**src/rtl/wishb_arbiter.sv**
```systemverilog
`default_nettype none
// ============================================================================
// Module   : wishb_arbiter
// Purpose  : Two-master WISHBONE arbiter in front of a single shared slave.
//            Round-robin grant per cyc envelope, no preemption, back-to-back
//            handover. The winner's request is routed to the slave, and the
//            slave's ack is routed back only to the winner.
// Ports    : clk_i, rst_i (async, active-low)
//            m0_* / m1_* : master cyc/stb/we/adr/dat in, ack/err out
//            m_dat_o     : slave read data broadcast to both masters
//            cyc_o, stb_o, we_o, adr_o, dat_o : request to the slave
//            dat_i, ack_i: slave response
//            gnt_o       : one-hot grant (bit0 = master 0, bit1 = master 1)
// Options  : WISHB_ARB_TIMEOUT_EN - when defined, an 8-bit watchdog ends a
//            cycle left unacknowledged for TIMEOUT strobe cycles and pulses
//            the owner's err. When undefined, err outputs are 0 and TIMEOUT
//            has no effect.
// Revision : 1.0 - initial release
// ============================================================================
module wishb_arbiter #(
  parameter int ADR_W   = 26,
  parameter int DAT_W   = 32,
  parameter int TIMEOUT = 15
) (
  input  logic             clk_i,
  input  logic             rst_i,
  input  logic             m0_cyc_i,
  input  logic             m0_stb_i,
  input  logic             m0_we_i,
  input  logic [ADR_W-1:0] m0_adr_i,
  input  logic [DAT_W-1:0] m0_dat_i,
  output logic             m0_ack_o,
  output logic             m0_err_o,
  input  logic             m1_cyc_i,
  input  logic             m1_stb_i,
  input  logic             m1_we_i,
  input  logic [ADR_W-1:0] m1_adr_i,
  input  logic [DAT_W-1:0] m1_dat_i,
  output logic             m1_ack_o,
  output logic             m1_err_o,
  output logic [DAT_W-1:0] m_dat_o,
  output logic             cyc_o,
  output logic             stb_o,
  output logic             we_o,
  output logic [ADR_W-1:0] adr_o,
  output logic [DAT_W-1:0] dat_o,
  input  logic [DAT_W-1:0] dat_i,
  input  logic             ack_i,
  output logic [1:0]       gnt_o
);

  // Encoding chosen so the state register is the one-hot grant itself.
  typedef enum logic [1:0] {
    IDLE = 2'b00,
    GNT0 = 2'b01,
    GNT1 = 2'b10
  } state_e;

  state_e state_q, state_d;
  logic   last_q;      // most recently granted master; 1 lets master 0 win first

`ifdef WISHB_ARB_TIMEOUT_EN
  localparam logic [7:0] WDT_LAST = 8'(TIMEOUT - 1);

  logic [7:0] wdt_q;
  logic       wdt_fire;
  logic       m0_err_q, m1_err_q;

  // Fires on the edge that would take the count to TIMEOUT.
  assign wdt_fire = stb_o & ~ack_i & (wdt_q == WDT_LAST);
`endif

  always_comb begin
    state_d = state_q;
    case (state_q)
      IDLE: begin
        if (m0_cyc_i && m1_cyc_i) state_d = last_q ? GNT0 : GNT1;
        else if (m0_cyc_i)        state_d = GNT0;
        else if (m1_cyc_i)        state_d = GNT1;
      end
      GNT0:    if (!m0_cyc_i) state_d = m1_cyc_i ? GNT1 : IDLE;
      GNT1:    if (!m1_cyc_i) state_d = m0_cyc_i ? GNT0 : IDLE;
      default: state_d = IDLE;
    endcase
`ifdef WISHB_ARB_TIMEOUT_EN
    // A timed-out owner goes back through IDLE to re-arbitrate.
    if (wdt_fire) state_d = IDLE;
`endif
  end

  always_ff @(posedge clk_i or negedge rst_i) begin
    if (!rst_i) begin
      state_q <= IDLE;
      last_q  <= 1'b1;
    end else begin
      state_q <= state_d;
      if (state_d == GNT0 && state_q != GNT0) last_q <= 1'b0;
      if (state_d == GNT1 && state_q != GNT1) last_q <= 1'b1;
    end
  end

`ifdef WISHB_ARB_TIMEOUT_EN
  always_ff @(posedge clk_i or negedge rst_i) begin
    if (!rst_i) begin
      wdt_q    <= 8'd0;
      m0_err_q <= 1'b0;
      m1_err_q <= 1'b0;
    end else begin
      m0_err_q <= wdt_fire & (state_q == GNT0);
      m1_err_q <= wdt_fire & (state_q == GNT1);
      if (wdt_fire || ack_i || (state_d != state_q)) wdt_q <= 8'd0;
      else if (stb_o)                               wdt_q <= wdt_q + 8'd1;
    end
  end

  assign m0_err_o = m0_err_q;
  assign m1_err_o = m1_err_q;
`else
  logic [31:0] unused_timeout;
  assign unused_timeout = 32'(TIMEOUT);
  assign m0_err_o = 1'b0;
  assign m1_err_o = 1'b0;
`endif

  assign gnt_o = state_q;

  // Slave-side mux: everything collapses to 0 in IDLE since gnt_o is 00.
  assign cyc_o = (gnt_o[0] & m0_cyc_i) | (gnt_o[1] & m1_cyc_i);
  assign stb_o = (gnt_o[0] & m0_stb_i) | (gnt_o[1] & m1_stb_i);
  assign we_o  = (gnt_o[0] & m0_we_i)  | (gnt_o[1] & m1_we_i);
  assign adr_o = ({ADR_W{gnt_o[0]}} & m0_adr_i) | ({ADR_W{gnt_o[1]}} & m1_adr_i);
  assign dat_o = ({DAT_W{gnt_o[0]}} & m0_dat_i) | ({DAT_W{gnt_o[1]}} & m1_dat_i);

  assign m0_ack_o = ack_i & gnt_o[0] & m0_stb_i;
  assign m1_ack_o = ack_i & gnt_o[1] & m1_stb_i;
  assign m_dat_o  = dat_i;

endmodule
`default_nettype wire
```
**config.mk**
```make
export PLATFORM = sky130hd
export DESIGN_NAME = wishb_arbiter
export DESIGN_NICKNAME = d
export VERILOG_FILES = /design/src/rtl/wishb_arbiter.sv
export SDC_FILE = /design/constraint.sdc
export NUM_CORES = 1
export LEC_CHECK = 0
export CAP_MARGIN = 5
export CORE_AREA = 3 3 98 100
export DETAILED_ROUTE_END_ITERATION = 10
export DIE_AREA = 0 0 101 103
export PLACE_DENSITY = 0.58
export SYNTH_ARGS = -nofsm -noshare
export SYNTH_HDL_FRONTEND = slang
export SYNTH_SLANG_ARGS = --single-unit
```
**constraint.sdc**
```tcl
create_clock -name clk_i -period 2.9 [get_ports clk_i]
set_input_delay 0.29 -clock clk_i [delete_from_list [all_inputs] [get_ports clk_i]]
set_output_delay 0.29 -clock clk_i [all_outputs]
set_load 0.005 [all_outputs]
```
-- Word level (Yosys, flattened, before mapping)
Index checks and enable logic that the tools add are counted.
- bits of input ports: 157
- flip-flop bits (word level): 3
- bitwise operators: 19
- eq/ne operators: 6
- reductions and logical operators: 5
- muxes and demuxes: 11
- operators by type and width (kind ; count):
    $and 32x32->32 ; 2
    $and 26x26->26 ; 2
    $or 32x32->32 ; 1
    $or 26x26->26 ; 1
    $mux 2 ; 7
    $and 1x1->1 ; 10
    $pmux 2 s3 ; 1
    $eq 2x1->1 const B ; 2
    $eq 2x2->1 const B ; 2
    $logic_and 1x1->1 ; 3
    $mux 1 ; 3
    $or 1x1->1 ; 3
    $logic_not 2->1 ; 1
    $ne 2x1->1 const B ; 1
    $ne 2x2->1 const B ; 1
    $reduce_bool 2->1 ; 1

-- Depth between registers and ports, before layout
- depth after elaboration: 8
- gate-level depth with buffers: 4
- mapped depth without buffers: 3

-- Worst setup path after synthesis
No wires, ideal clock.
- path type: register to output
- start point: reg state_q[0], in the netlist gnt_o[0]
- end point: out dat_o[10]
- path slack: 1.668 ns
- path buffers: 2
- arrival time: 0.942 ns
- data required time: 2.610 ns
- cell stages (with the launch flop): 4
- cells stage by stage: dfrtp_1 buf_4 buf_2 a22o_1
- longest elaborated chain between the ends: 2
- RTL lines (what ; RTL line ; source):
    start: declaration ; 59 ; state_e state_q, state_d;
    start signal: assignment ; 96 ; state_q <= state_d;
    $and 32x32->32 ; 132 ; assign dat_o = ({DAT_W{gnt_o[0]}} & m0_dat_i) | ({DAT_W{gnt_o[1]}} & m1_dat_i);
    $or 32x32->32 ; 132 ;
    end: declaration ; 46 ; output logic [DAT_W-1:0] dat_o,
No other way between the ends.

-- Worst setup path in the final report
- start point: reg state_q[0], in the netlist gnt_o[0]
- end point: out adr_o[3]
- longest elaborated chain between the ends: 2
- RTL lines (what ; RTL line ; source):
    $and 26x26->26 ; 131 ; assign adr_o = ({ADR_W{gnt_o[0]}} & m0_adr_i) | ({ADR_W{gnt_o[1]}} & m1_adr_i);
    $or 26x26->26 ; 131 ;
    end: declaration ; 45 ; output logic [ADR_W-1:0] adr_o,
No other way between the ends.

==> summary.txt <==
Logic synthesis
  – Average instance area after synthesis: around 8.1 um^2
  – Mapped Area: around 0.0010 mm^2
  – FF+latch count, synth: 3
  – Post-synth cell types: 16
  – Mapped Cells: about 130
  – Syn. warnings: 0
  – Share of the yosys chip area belonging to registers: about 7.3%

Critical path
  – CP arrival: 2040 ps
  – R2r worst-path depth: 3
  – CP Launch Type: register
  – Crit path max fanout: 40
  – Reg2reg start: gnt_o[0]
  – Flop-to-flop setup slack: ~1600 ps
  – Critical Path End Type: primary output
  – WP data required: around 2600 ps
  – Worst Setup SP: gnt_o[0]
  – Worst setup path category: reg -> out
  – Setup crit end: adr_o[3]
  – Critical R2R Capture: gnt_o[0]

Global routing
  – Vias in the first global route: between 1.5k and 2k
  – First-pass GRT wire length: approximately 8300 um
  – Total gr overflow: 0
  – Largest net degree at the start of global routing: 41
  – GRT Util Overall: roughly a tenth
  – Initial antenna violation count: 0

Clock network
  – Setup Fix Bufs, Post-CTS: 0
  – Clk slew on worst S/H paths: 30 ps
  – Clock tree from TritonCTS: done
  – H-tree levels: 1
  – CTS Hold Bufs: 0
  – Clock sink count: 3
  – Post_cts resized: 0
  – Clock Path Buffers: 2
  – Clock Latency Late Sink: approximately 220 ps
  – Inserted Clock Buffers: 3
  – Root Driver: clkbuf_8

STA
  – Max-slew violations: 0
  – Worst slew margin: 52.3%
  – Maximum operating frequency: ~430 MHz
  – Final Setup Violations: 0
  – RSZ-0062 raised after global routing: no
  – Worst-margin pin slew: just over 700 ps
  – Tcrit/Tclk final: between 80% and 90%
  – Setup TNS: 0 ps
  – Tmin final: between 2000 and 2500 ps
  – Skew final: approximately 1.0 ps
  – Final Hold Fails: 0

Cells and area
  – Layout cells sized above 1: under 10%
  – Diode count: 0
  – Nets: 436
  – Syn-to-layout area delta: 170%

Route
  – DRT iter0 DRCs: 32
  – Drt first pass iters: 4
  – Via density: around 4.1
  – Final WL: around 5700 um
  – Wire per inst: around 15 um
  – Vias: ~1.6k
  – Number of remaining DRC errors: 0
  – Post-DRT Antenna Nets: 0

Floorplanning
  – Initial Utilization: 11.9%
  – Row cnt: 34
  – IO Pins: about 260
  – Die Wd: 101 um
  – Die area: ~0.010 mm^2
  – Core area: a little under 0.009 mm^2
  – Die Y: about 100 um

Hold path
  – Hold/Removal Path Class: in -> async

Power
  – Cell Pwr Density: 362 mW/mm^2
  – Final Power: slightly above 1000 uW
  – Lkg Pwr: roughly 0.0011 uW
  – Worst vdd ir: approximately 0.21 mV

Flow run
  – Max cap viols: 0

Placement
  – RePlAce Congestion: around 0.72
  – Final HPWL DP: approximately 4700 um
  – Port Buffer Count: 189

Status
  – Status: completed
synth_stat cells:
master     n  area (um^2)
clkbuf_1   1         3.75
dfstp_2    1         26.3
and3_1     2         12.5
buf_4     40          300
nor2_1     3         11.3
conb_1     1         3.75
o22a_1     1         8.76
a21oi_1    2         10.0
nor4b_2    1         15.0
o21ai_0    1         5.00
o21a_1     1         7.51
dfrtp_1    2         50.1
inv_1      2         7.51
a22o_1    61          534
buf_2      7         35.0
nand3_1    2         10.0
where the power goes:
group / leakage (uW) / switching, uW / internal (uW)
logic: 0.00103 / 219 / 555
registers: 0.0000332 / 62.8 / 57.2
clock network: 0.0000228 / 29.6 / 93.9
layout by cell type, fill, tap and decap left out:
| cell type | n |
|---|---|
| clkbuf_8 | 3 |
| conb_1 | 2 |
| and3_1 | 2 |
| inv_1 | 2 |
| buf_4 | 4 |
| o22a_1 | 1 |
| a21oi_1 | 2 |
| nand3_1 | 2 |
| o21ai_0 | 1 |
| dfrtp_2 | 2 |
| dfstp_2 | 1 |
| o21a_1 | 1 |
| a22o_1 | 61 |
| clkdlybuf4s50_1 | 189 |
| nor2_1 | 3 |
| clkbuf_1 | 1 |
| nor4b_2 | 1 |
metal layers:
metal / wire (um) / vias to the layer above / global-route usage [%]
met2: 3020 / 120 / 18.1
met1: 1840 / 702 / 10.1
met4: 78 / 0 / 3.37
met3: 721 / 10 / 3.79
li1: - / 767 / -
met5: 0 / - / 0
cell type report:
class | instances | area (um^2)
fillers | 928 | 5950
repair buffers | 193 | 1920
multi-input cells | 76 | 622
well taps | 108 | 135
flip-flops and latches | 3 | 78.8
clock buffers | 4 | 45.0
inverters | 2 | 7.51
sequential cells by signal, indices dropped and copies added, names as in the netlist:
register / count
last_q: 1
gnt_o: 2
worst min-delay path by stage:
stage               endpoint  depth (start not counted)  slack [ps]  startpoint
floorplan           gnt_o[0]                          0          -6       rst_i
detailed placement  gnt_o[0]                          1         480       rst_i
global route        gnt_o[0]                          1         260       rst_i
CTS                 gnt_o[0]                          1         250       rst_i
global placement    gnt_o[1]                          1         480       rst_i
finish              gnt_o[0]                          1         250       rst_i
cell families after synthesis:
kind of cell,Yosys count,share of synthesized area [%]
simple gates,8,4.69
compound gates,66,54.3
buf+inv,50,33.3
other cells,1,0.360
flops,3,7.33
metrics by stage:
step	std cells	hold WS [ps]	cell area [um^2]	util, %	worst slack [ps]
2_1_floorplan	129	-5.59	1040	-	1670
3_3_place_gp	382	478	2770	31.6	762
3_5_place_dp	382	480	2770	31.6	749
4_1_cts	386	250	2810	32.1	516
5_1_grt	386	255	2810	32.1	397
6_report	386	251	2810	32.1	566
critical path: stages, from the launching register on:
cell and delay, ps:
dfrtp_2 810, buf_4 330, a22o_1 160, clkdlybuf4s50_1 500
Power figures use the tool's default switching activity.
